<file path="config.mk">
export PLATFORM = sky130hd
export DESIGN_NAME = inertial_integrator
export DESIGN_NICKNAME = d
export VERILOG_FILES = /design/src/rtl/segway_pkg.sv /design/src/rtl/inertial_integrator.sv
export SDC_FILE = /design/constraint.sdc
export NUM_CORES = 1
export LEC_CHECK = 0
export BUFFER_PORTS_ARGS = -buffer_cell sky130_fd_sc_hd__buf_2
export CORE_UTILIZATION = 57
export CTS_CLUSTER_DIAMETER = 150
export DETAILED_ROUTE_END_ITERATION = 8
export PLACE_DENSITY = 0.77
export SYNTH_ARGS = -nofsm -noshare
export SYNTH_HDL_FRONTEND = slang
export SYNTH_SLANG_ARGS = --single-unit
</file>
<file path="constraint.sdc">
create_clock -name clk -period 9.1 [get_ports clk]
set_input_delay 1.82 -clock clk [delete_from_list [all_inputs] [get_ports clk]]
set_output_delay 1.82 -clock clk [all_outputs]
set_load 0.05 [all_outputs]
</file>
<file path="src/rtl/segway_pkg.sv">
// Shared constants for the segway balance datapath: sensor offsets,
// complementary-filter fusion gains and the accelerometer pitch scale.
package segway_pkg;

    localparam logic [15:0] PTCH_RT_OFFSET_DEF = 16'h0050;
    localparam logic [15:0] AZ_OFFSET_DEF      = 16'h00A0;

    localparam int FUSE_FAST = 8192;
    localparam int FUSE_NORM = 1024;

    localparam logic signed [25:0] ACC_SCALE = 26'sd327;

    localparam int PTCH_INT_W = 27;

endpackage

</file>
<file path="src/rtl/inertial_integrator.sv">
// Pitch estimator: offset-compensates gyro rate and Z accel, integrates the
// rate into a 27-bit angle and pulls it toward the accelerometer pitch.
module inertial_integrator
    import segway_pkg::*;
#(
    parameter logic [15:0] PTCH_RT_OFFSET = PTCH_RT_OFFSET_DEF,
    parameter logic [15:0] AZ_OFFSET      = AZ_OFFSET_DEF,
    parameter int          FAST_SAMPLES   = 256
) (
    input  logic               clk,
    input  logic               rst_n,
    input  logic               vld,
    input  logic signed [15:0] ptch_rt,
    input  logic signed [15:0] AZ,
    output logic signed [15:0] ptch,
    output logic signed [15:0] ptch_rt_comp,
    output logic               ptch_vld
);

    localparam int CNT_W = (FAST_SAMPLES > 0) ? $clog2(FAST_SAMPLES + 1) : 1;
    localparam logic [CNT_W-1:0] FAST_MAX = CNT_W'(FAST_SAMPLES);

    logic signed [15:0]           rt_comp_q;
    logic signed [15:0]           az_comp_q;
    logic signed [PTCH_INT_W-1:0] ptch_int_q, ptch_int_d;
    logic [CNT_W-1:0]             fast_cnt_q, fast_cnt_d;
    logic                         upd_q;
    logic                         ptch_vld_q;

    logic signed [25:0] acc_prod;
    logic signed [15:0] ptch_acc;
    logic               fast_done;
    logic signed [27:0] gain;
    logic signed [27:0] fuse;
    logic signed [27:0] sum;

    // Top two bits of the 28-bit sum disagree only when it left the 27-bit range.
    function automatic logic signed [PTCH_INT_W-1:0] sat27(input logic signed [27:0] s);
        if (s[27] != s[26])
            return s[27] ? 27'h4000000 : 27'h3FFFFFF;
        return s[26:0];
    endfunction

    assign acc_prod = $signed({{10{az_comp_q[15]}}, az_comp_q}) * ACC_SCALE;
    assign ptch_acc = {{3{acc_prod[25]}}, acc_prod[25:13]};

    // Counter only ever climbs to FAST_MAX, so equality marks the end of fast mode.
    assign fast_done = (fast_cnt_q == FAST_MAX);
    assign gain      = fast_done ? 28'(FUSE_NORM) : 28'(FUSE_FAST);

    always_comb begin
        fuse = '0;
        if (ptch_acc > ptch)
            fuse = gain;
        else if (ptch_acc < ptch)
            fuse = -gain;
    end

    // Gyro sign convention: a positive rate reading decreases the pitch angle.
    assign sum = $signed({ptch_int_q[PTCH_INT_W-1], ptch_int_q})
               - $signed({{12{rt_comp_q[15]}}, rt_comp_q})
               + fuse;

    always_comb begin
        ptch_int_d = sat27(sum);
        fast_cnt_d = fast_done ? fast_cnt_q : fast_cnt_q + 1'b1;
    end

    always_ff @(posedge clk or negedge rst_n) begin
        if (!rst_n) begin
            rt_comp_q  <= '0;
            az_comp_q  <= '0;
            ptch_int_q <= '0;
            fast_cnt_q <= '0;
            upd_q      <= 1'b0;
            ptch_vld_q <= 1'b0;
        end else begin
            upd_q      <= vld;
            ptch_vld_q <= upd_q;
            if (vld) begin
                rt_comp_q <= ptch_rt - PTCH_RT_OFFSET;
                az_comp_q <= AZ - AZ_OFFSET;
            end
            if (upd_q) begin
                ptch_int_q <= ptch_int_d;
                fast_cnt_q <= fast_cnt_d;
            end
        end
    end

    assign ptch         = ptch_int_q[26:11];
    assign ptch_rt_comp = rt_comp_q;
    assign ptch_vld     = ptch_vld_q;

endmodule
</file>
### Yosys cells after proc, flatten, opt, wreduce, memory -nomap -nowiden

Cells that the tools add are included.

| operators by class | value |
|---|---|
| divide/modulo/power cells | 0 |
| $lt $le $gt $ge | 2 |
| bitwise gates (word level) | 1 |
| multiply operators | 1 |
| reductions and logical operators | 1 |
| multiplexer cells | 7 |
| add/sub/neg operators | 6 |
| equal/unequal tests | 2 |
| shift operators | 0 |

Operators with widths:

| operator | count |
|---|---|
| $mux 27 | 3 |
| $mux 28 | 2 |
| $add 28x28->28 | 1 |
| $neg 14->28 | 1 |
| $sub 27x16->28 | 1 |
| $mul 16x10->26 const B | 1 |
| $gt 13x16->1 | 1 |
| $lt 13x16->1 | 1 |
| $sub 16x7->16 const B | 1 |
| $sub 16x8->16 const B | 1 |
| $mux 14 | 1 |
| $add 9x1->9 const B | 1 |
| $eq 9x9->1 const B | 1 |
| $reduce_and 2->1 | 1 |
| $mux 1 | 1 |
| $ne 1x1->1 | 1 |
| $not 1->1 | 1 |

| storage, ports and cells | value |
|---|---|
| ROM bits | 0 |
| register bits | 70 |
| memories kept | 0 |
| bits in latches | 0 |
| RAM bits | 0 |

### Longest topological paths before layout

Gate-level depths: netlist (run 1).

| depth | value |
|---|---|
| depth in word-level cells | 9 |
| gate-level depth with buffers | 41 |
| gate-level depth less buffers | 39 |

### Worst setup path before layout (run 1)

OpenSTA, ideal clock, no wires.

| path | value |
|---|---|
| path type | reg2reg |
| start | register az_comp_q[13] |
| end | register ptch_int_q[10] |
| library setup time | 140 ps |
| stages on the path, launching flop included | 40 |
| setup slack | 495 ps |
| buffers on the path | 1 |
| arrival | 8466 ps |
| cell sequence | dfrtp_1 -> ha_1 -> ha_1 -> fa_1 -> fa_1 -> inv_1 -> fa_1 -> inv_1 -> ha_1 -> a21o_1 -> a21oi_1 -> o21bai_1 -> a21o_1 -> a21oi_1 -> o21ai_0 -> o31a_1 -> nor2_1 -> xnor2_1 -> [4 not listed] -> nor2b_1 -> o21ai_0 -> a31oi_1 -> o22ai_1 -> inv_1 -> fa_1 -> inv_1 -> ha_1 -> and3_4 -> nand3_2 -> or3_4 -> o32a_1 -> o21ai_2 -> a211oi_4 -> xnor2_4 -> o21ai_4 -> buf_6 -> o22ai_2 |

| on the way | value |
|---|---|
| longest elaborated chain between the ends | 8 |
| elaborated cells between the ends (all ways) | 11 |
| those cells by class | 1 x add/sub; 1 x mul; 2 x order compare; 1 x eq/ne; 6 x mux |

Ends and longest elaborated chain:

| what | RTL line | RTL |
|---|---|---|
| from (decl) | inertial_integrator.sv:24 | `logic signed [15:0] az_comp_q;` |
| from (signal assigned) | inertial_integrator.sv:82 | `az_comp_q <= AZ - AZ_OFFSET;` |
| $mul 16x10->26 (*) | inertial_integrator.sv:44 | `assign acc_prod = $signed({{10{az_comp_q[15]}}, az_comp_q}) * ACC_SCALE;` |
| $lt 13x16->1 | inertial_integrator.sv:55 | `else if (ptch_acc < ptch)` |
| $mux 28 | inertial_integrator.sv:55 |  |
| $mux 28 (*) | inertial_integrator.sv:53 | `if (ptch_acc > ptch)` |
| $add 28x28->28 (*) | inertial_integrator.sv:62 | `+ fuse;` |
| $mux 27 / $ne 1x1->1 (equally long branches) | inertial_integrator.sv:40, inertial_integrator.sv:39 |  |
| $mux 27 / $mux 1 (equally long branches) | inertial_integrator.sv:39 | `if (s[27] != s[26])` |
| $mux 27 (*) | inertial_integrator.sv:41 | `return s[26:0];` |
| to (signal assigned) | inertial_integrator.sv:85 | `ptch_int_q <= ptch_int_d;` |
| to (decl) | inertial_integrator.sv:25 | `logic signed [PTCH_INT_W-1:0] ptch_int_q, ptch_int_d;` |

Every way passes the cells marked *; elsewhere a longest branch is shown, timed or not. The select of a mux whose other input is x is not followed.
A chain may end at the register's enable or synchronous reset.

### Final worst setup path (run 1)

| path | value |
|---|---|
| start | register az_comp_q[13] |
| end | register ptch_int_q[2] |

The elaborated chain is that of the path after synthesis.

==> impl_metrics.json, run 1 <==
{
  "outcome": "finished, violations left",
  "failed_checks": "DRC",
  "grt_usage_pct": 25.1,
  "min_path_type": "register to register",
  "cap_violations": 0,
  "drt-met1-wl_mm": 8.91,
  "arrival_ns": 8.96,
  "synth_top_family_by_area": "adder cells",
  "antenna_found_initial": 0,
  "synth-adder-area-share_pct": 33.4,
  "detail-route-antenna-nets": 0,
  "insertion_delay_ns": 0.35,
  "grt_pass1_vias": 6625,
  "yosys.area.top_type": "dfrtp_1",
  "via_count": 6731,
  "fp-row-count": 44,
  "dp_hpwl_mm": 14.9,
  "finalHoldViolCount": 0,
  "required_ns": 9.30,
  "grt_pass1_wl_mm": 31.6,
  "wl_met3_um": 730,
  "cts_htree_levels": 3,
  "endpoint_kind": "register",
  "r2r_cells": 41,
  "synth_common_cells": "inv_1 (194), ha_1 (136), a21oi_1 (74), dfrtp_1 (70), fa_1 (60)",
  "grt_max_degree": 71,
  "finalSetupViolCount": 0,
  "io-pin-count": 68,
  "postLayoutCellArea_um2": 9740,
  "critPathLaunchType": "register",
  "firstDrtPassIters": 7,
  "wl_per_cell_um": 15.7,
  "drive_gt1_share_pct": 17.1,
  "highest_layer": "met4",
  "synth_fp_nets": 1191,
  "drt-initial-drc-count": 420,
  "yosys_warnings": 0,
  "holdPathStages": 0,
  "path_clk_slew_ns": 0.06,
  "cts_sinks": 70,
  "antenna_cells": 0,
  "cts_inserted_buffers": 9,
  "synthesis.area_um2": 8690,
  "core-area_um2": 14700,
  "synthTopCellsByArea": "dfrtp_1 (20%), ha_1 (20%), fa_1 (14%)",
  "maxSlewViolCount": 0,
  "clockBufferDepth": 2,
  "design.die.area_um2": 15700,
  "synth_seq_cells": 70,
  "syn_avg_cell_area_um2": 9.05,
  "synth_xor_area_share_pct": 7.49,
  "synthCells": 960,
  "route.met2.wl_mm": 9.09,
  "postPlaceCellArea_um2": 9160,
  "fillers": 1128,
  "viasPerCell": 5.51,
  "skew_ns": 0.00950,
  "cp_slowest_cell": "fa_1",
  "synthArstFlopShare_pct": 100,
  "worstMarginPinSlew_ns": 0.944,
  "synthSimpleGateAreaFrac_pct": 9.44,
  "nets": 1264,
  "layout.cells.non_filler": 1222,
  "crit_path_max_fanout": 14,
  "synth-edff-count": 0,
  "overflow": 0,
  "die_x_um": 125,
  "path_class": "register to register",
  "synth-compound-area-share_pct": 16.9,
  "gp_congestion": 0.892,
  "drc": 2,
  "netlist.area_leader.share_pct": 20.2,
  "area_growth_pct": 12.1,
  "fin_tns_setup_ns": 0,
  "ys_seq_area_share_pct": 20.2,
  "port_buffers": 67,
  "ctsRootBufferMaster": "clkbuf_16",
  "holdWs_ns": 0.425,
  "synth.distinct_cells": 64,
  "dp.cells": 1195,
  "min_period_over_period_pct": 96.3,
  "initial_core_util_pct": 59.1,
  "ys.flop_type": "dfrtp_1",
  "synthMuxAreaShare_pct": 1.24,
  "slew_headroom_pct": 37.1,
  "cts_hold_buf": 0,
  "cts_tree": "yes",
  "routed_wl_mm": 19.2,
  "slowest_delay_ns": 0.55,
  "max_freq_ghz": 0.114,
  "dieHeight_um": 125,
  "yosys.cell_count.top_type": "inv_1",
  "min_period_ns": 8.76
}
cell families (layout without fill, tap and decap cells):
| group | Yosys count | in the layout |
|---|---|---|
| AO/OA/AOI/OAI | 215 | 215 |
| XOR/XNOR | 70 | 70 |
| adder cells (fa/ha/maj) | 196 | 196 |
| buffers and inverters | 232 | 310 |
| flip-flops | 70 | 70 |
| multiplexers | 10 | 10 |
| AND/OR/NAND/NOR | 167 | 167 |
stage by stage:
step | utilization, % | worst slack (ns)
finish | 66.3 | 0.336
global route | 66.3 | -0.112
CTS | 64.4 | 0.141
detailed placement | 62.3 | 0.0372
global placement | 62.3 | 0.184
floorplan | - | 0.495
critical path, delay by kind of cell, from the launching register on:
| kind | cells | cell delay, ns |
|---|---|---|
| AND/OR/NAND/NOR | 5 | 0.87 |
| AO/OA/AOI/OAI | 17 | 2.59 |
| flip-flops | 1 | 0.39 |
| XOR/XNOR | 2 | 0.29 |
| adder cells (fa/ha/maj) | 9 | 3.53 |
| buffers and inverters | 8 | 0.91 |
cell type report:
type	count	area [um2]	area share [%]
sequential	70	1750	18.0
multi-input combinational	658	6100	62.6
timing repair buffer	100	647	6.64
clock buffer	9	225	2.31
clock inverter	7	55.1	0.565
tap	184	230	2.36
inverter	194	728	7.48
final timing paths:
path | slack (ns) | to | start
hold / removal | 0.43 | ptch_vld | upd_q
setup reg to reg | 0.34 | ptch_int_q[2] | az_comp_q[13]
hold reg to reg | 0.43 | ptch_vld | upd_q
setup / recovery | 0.34 | ptch_int_q[2] | az_comp_q[13]
min in group asynchronous | 1.60 | fast_cnt_q[5] | rst_n
max in group asynchronous | 6.88 | az_comp_q[14] | rst_n
placed cells by master (no fill, tap or decap), types with 27 or more instances in the layout:
master | Yosys | final
xnor2_1 | 46 | 46
nand2_1 | 42 | 42
dfrtp_1 | 70 | 68
buf_2 | 4 | 66
fa_1 | 60 | 60
nor2_1 | 51 | 51
buf_4 | 18 | 27
ha_1 | 136 | 131
inv_1 | 194 | 193
a21oi_1 | 74 | 69
state kept, by name (all words and copies together), names as in the netlist:
| name | flops |
|---|---|
| ptch_int_q | 27 |
| ptch_rt_comp | 16 |
| az_comp_q | 16 |
| ptch_vld | 1 |
| fast_cnt_q | 9 |
| upd_q | 1 |
metal layers:
| layer | vias to the layer above | global-route usage, % |
|---|---|---|
| met2 | 130 | 42.2 |
| met1 | 3229 | 33.3 |
| met5 | - | 0 |
| met3 | 35 | 3.55 |
| met4 | 0 | 8.11 |
| li1 | 3337 | - |
repair_timing:
action                     CTS  global route
setup endpoints to repair    6            27
cloned                       0             2
pin swaps                    1             6
hold endpoints to repair     0             0
buffers inserted             3             6
resized for setup            0            38
Power of run 1 is not shown: default switching activity piles up to over one toggle a cycle in this logic, so the estimate is an artifact.
==> run 2: changes to the inputs <==
--- a/config.mk
+++ b/config.mk
@@ -5,6 +5,7 @@
 export SDC_FILE = /design/constraint.sdc
 export NUM_CORES = 1
 export LEC_CHECK = 0
+export ABC_AREA = 1
 export BUFFER_PORTS_ARGS = -buffer_cell sky130_fd_sc_hd__buf_2
 export CORE_UTILIZATION = 57
 export CTS_CLUSTER_DIAMETER = 150
==> impl_metrics.json, run 2 <==
{
  "outcome": "complete, no violations",
  "critPathBufInv": 8,
  "design.die.area_um2": 16400,
  "synth_common_cells": "nand2_1 (264), inv_1 (254), ha_1 (136), nor2_1 (117), a21oi_1 (76)",
  "worstMarginPinSlew_ns": 0.879,
  "cap_violations": 0,
  "min_period_ns": 8.43,
  "final_common_cell": "nand2_1",
  "max_freq_ghz": 0.119,
  "synthCells": 1225,
  "grt_usage_pct": 27.9,
  "clockBufferDepth": 2,
  "nets": 1509,
  "netlist.area_leader.share_pct": 19.3,
  "path_class": "register to register",
  "port_buffers": 67,
  "largest_reg_flops": 27,
  "grt_pass1_wl_mm": 36.0,
  "finalHoldViolCount": 0,
  "synth.distinct_cells": 37,
  "synthArstFlopShare_pct": 100,
  "drt-initial-drc-count": 568,
  "synthTopCellsByArea": "dfrtp_1 (19%), ha_1 (19%), fa_1 (13%)",
  "drive_gt1_share_pct": 8.18,
  "dieHeight_um": 128,
  "yosys.cell_count.top_type": "nand2_1",
  "skew_ns": 0.00779,
  "grt_max_degree": 71,
  "top_register": "ptch_int_q",
  "crit_path_max_fanout": 23,
  "fp-row-count": 45,
  "antenna_found_initial": 0,
  "syn_avg_cell_area_um2": 7.41,
  "dp_hpwl_mm": 17.3,
  "initial_core_util_pct": 59.0,
  "slowest_delay_ns": 0.54,
  "grt_pass1_vias": 7436,
  "viasPerCell": 5.21,
  "endpoint_kind": "register",
  "final_cell_mix": "nand2_1 (264), inv_1 (253), ha_1 (136), nor2_1 (117), a21oi_1 (76)",
  "gp_congestion": 0.987,
  "core-area_um2": 15400,
  "routed_wl_mm": 21.2,
  "yosys_warnings": 0,
  "path_clk_slew_ns": 0.06,
  "synthesis.area_um2": 9070,
  "cts_htree_levels": 3,
  "cts_sinks": 70,
  "ys.flop_type": "dfrtp_1",
  "area_growth_pct": 8.08,
  "fin_tns_setup_ns": 0,
  "firstDrtPassIters": 5,
  "critical-path-top-delay-family": "adder cells",
  "min_path_type": "register to register",
  "synth_seq_cells": 70,
  "dp_slack_ns": 0.656,
  "io-pin-count": 68,
  "drc": 0,
  "antenna_cells": 0,
  "rsz0062_at_grt": "false",
  "via_count": 7791,
  "cpMostUsedCell": "nand2_1",
  "maxSlewViolCount": 0,
  "ctsRootBufferMaster": "clkbuf_16",
  "synth-edff-count": 0,
  "slew_headroom_pct": 41.4,
  "r2r_slack_ns": 0.67,
  "cp_slowest_cell": "fa_1",
  "yosys.area.top_type": "dfrtp_1",
  "wl_per_cell_um": 14.2,
  "worst_slack_ns": 0.666,
  "insertion_delay_ns": 0.35,
  "critPathLaunchType": "register",
  "required_ns": 9.32,
  "arrival_ns": 8.65,
  "ys_seq_area_share_pct": 19.3,
  "die_x_um": 128,
  "min_period_over_period_pct": 92.7,
  "finalSetupViolCount": 0,
  "fillers": 1352,
  "cts_tree": "yes",
  "overflow": 0,
  "cts_inserted_buffers": 9,
  "detail-route-antenna-nets": 0,
  "synth_fp_nets": 1456
}
## run 2: cell count changes after synthesis, moves of 14 or more
cell     delta
nor2_1     +66
nand3_1    +34
o21ai_0    +18
xnor2_1    -26
inv_1      +60
nand2_1   +222
a21o_1     -14
o22ai_1    -14
## run 2: cell families after synthesis
family / share of synthesized area (%)
flops: 19.3
buf+inv: 12.9
xor+xnor: 5.02
simple gates: 21.3
compound gates: 9.45
fa+ha+maj: 32.0
## run 2: worst reg2reg max path, delay by kind of cell, from the launching register on
kind	cells	cell delay, ns
xor+xnor	1	0.31
buf+inv	8	0.99
flops	1	0.49
compound gates	8	1.19
fa+ha+maj	9	3.63
simple gates	14	1.69
## run 2: layout make-up
type / instances / area, um2 / share of cell area (%)
inverters: 255 / 961 / 9.80
multi-input cells: 871 / 6150 / 62.7
flip-flops and latches: 70 / 1750 / 17.9
repair buffers: 71 / 380 / 3.88
clock inverters: 7 / 73.8 / 0.753
clock buffers: 9 / 225 / 2.30
well taps: 211 / 264 / 2.69
## run 2: path summary, 6_finish.rpt
kind	from	depth (start not counted)	end
max	az_comp_q[14]	40	ptch_int_q[24]
min	fast_cnt_q[8]	1	fast_cnt_q[8]
max reg2reg	az_comp_q[14]	40	ptch_int_q[24]
min reg2reg	fast_cnt_q[8]	1	fast_cnt_q[8]
max in group asynchronous	rst_n	1	fast_cnt_q[5]
min in group asynchronous	rst_n	1	ptch_int_q[22]
## run 2: what timing repair did
action | 4_1_cts | 5_1_grt
hold buffers | 0 | 0
resized for setup | 0 | 1
setup endpoints to repair | 0 | 8
setup buffers | 0 | 2
## run 2: routing by layer
| layer | global-route usage, % | part of all wire (%) | wire, um |
|---|---|---|---|
| met1 | 41.9 | 50 | 10600 |
| met2 | 42.2 | 42 | 8900 |
| met3 | 3.76 | 6.4 | 1350 |
| met4 | 7.20 | 1.6 | 335 |
| met5 | 0 | 0 | 0 |
## run 2: stage by stage
| stage | instances | utilization [%] | cell area [um2] | hold WS [ns] |
|---|---|---|---|---|
| after floorplan | 1225 | - | 9070 | 0.395 |
| after global placement | 1476 | 61.7 | 9480 | 0.463 |
| after detailed placement | 1476 | 61.7 | 9480 | 0.472 |
| after CTS | 1492 | 63.6 | 9780 | 0.483 |
| after global routing | 1494 | 63.8 | 9810 | 0.514 |
| final | 1494 | 63.8 | 9810 | 0.485 |
Power of run 2 is left out for the same reason.
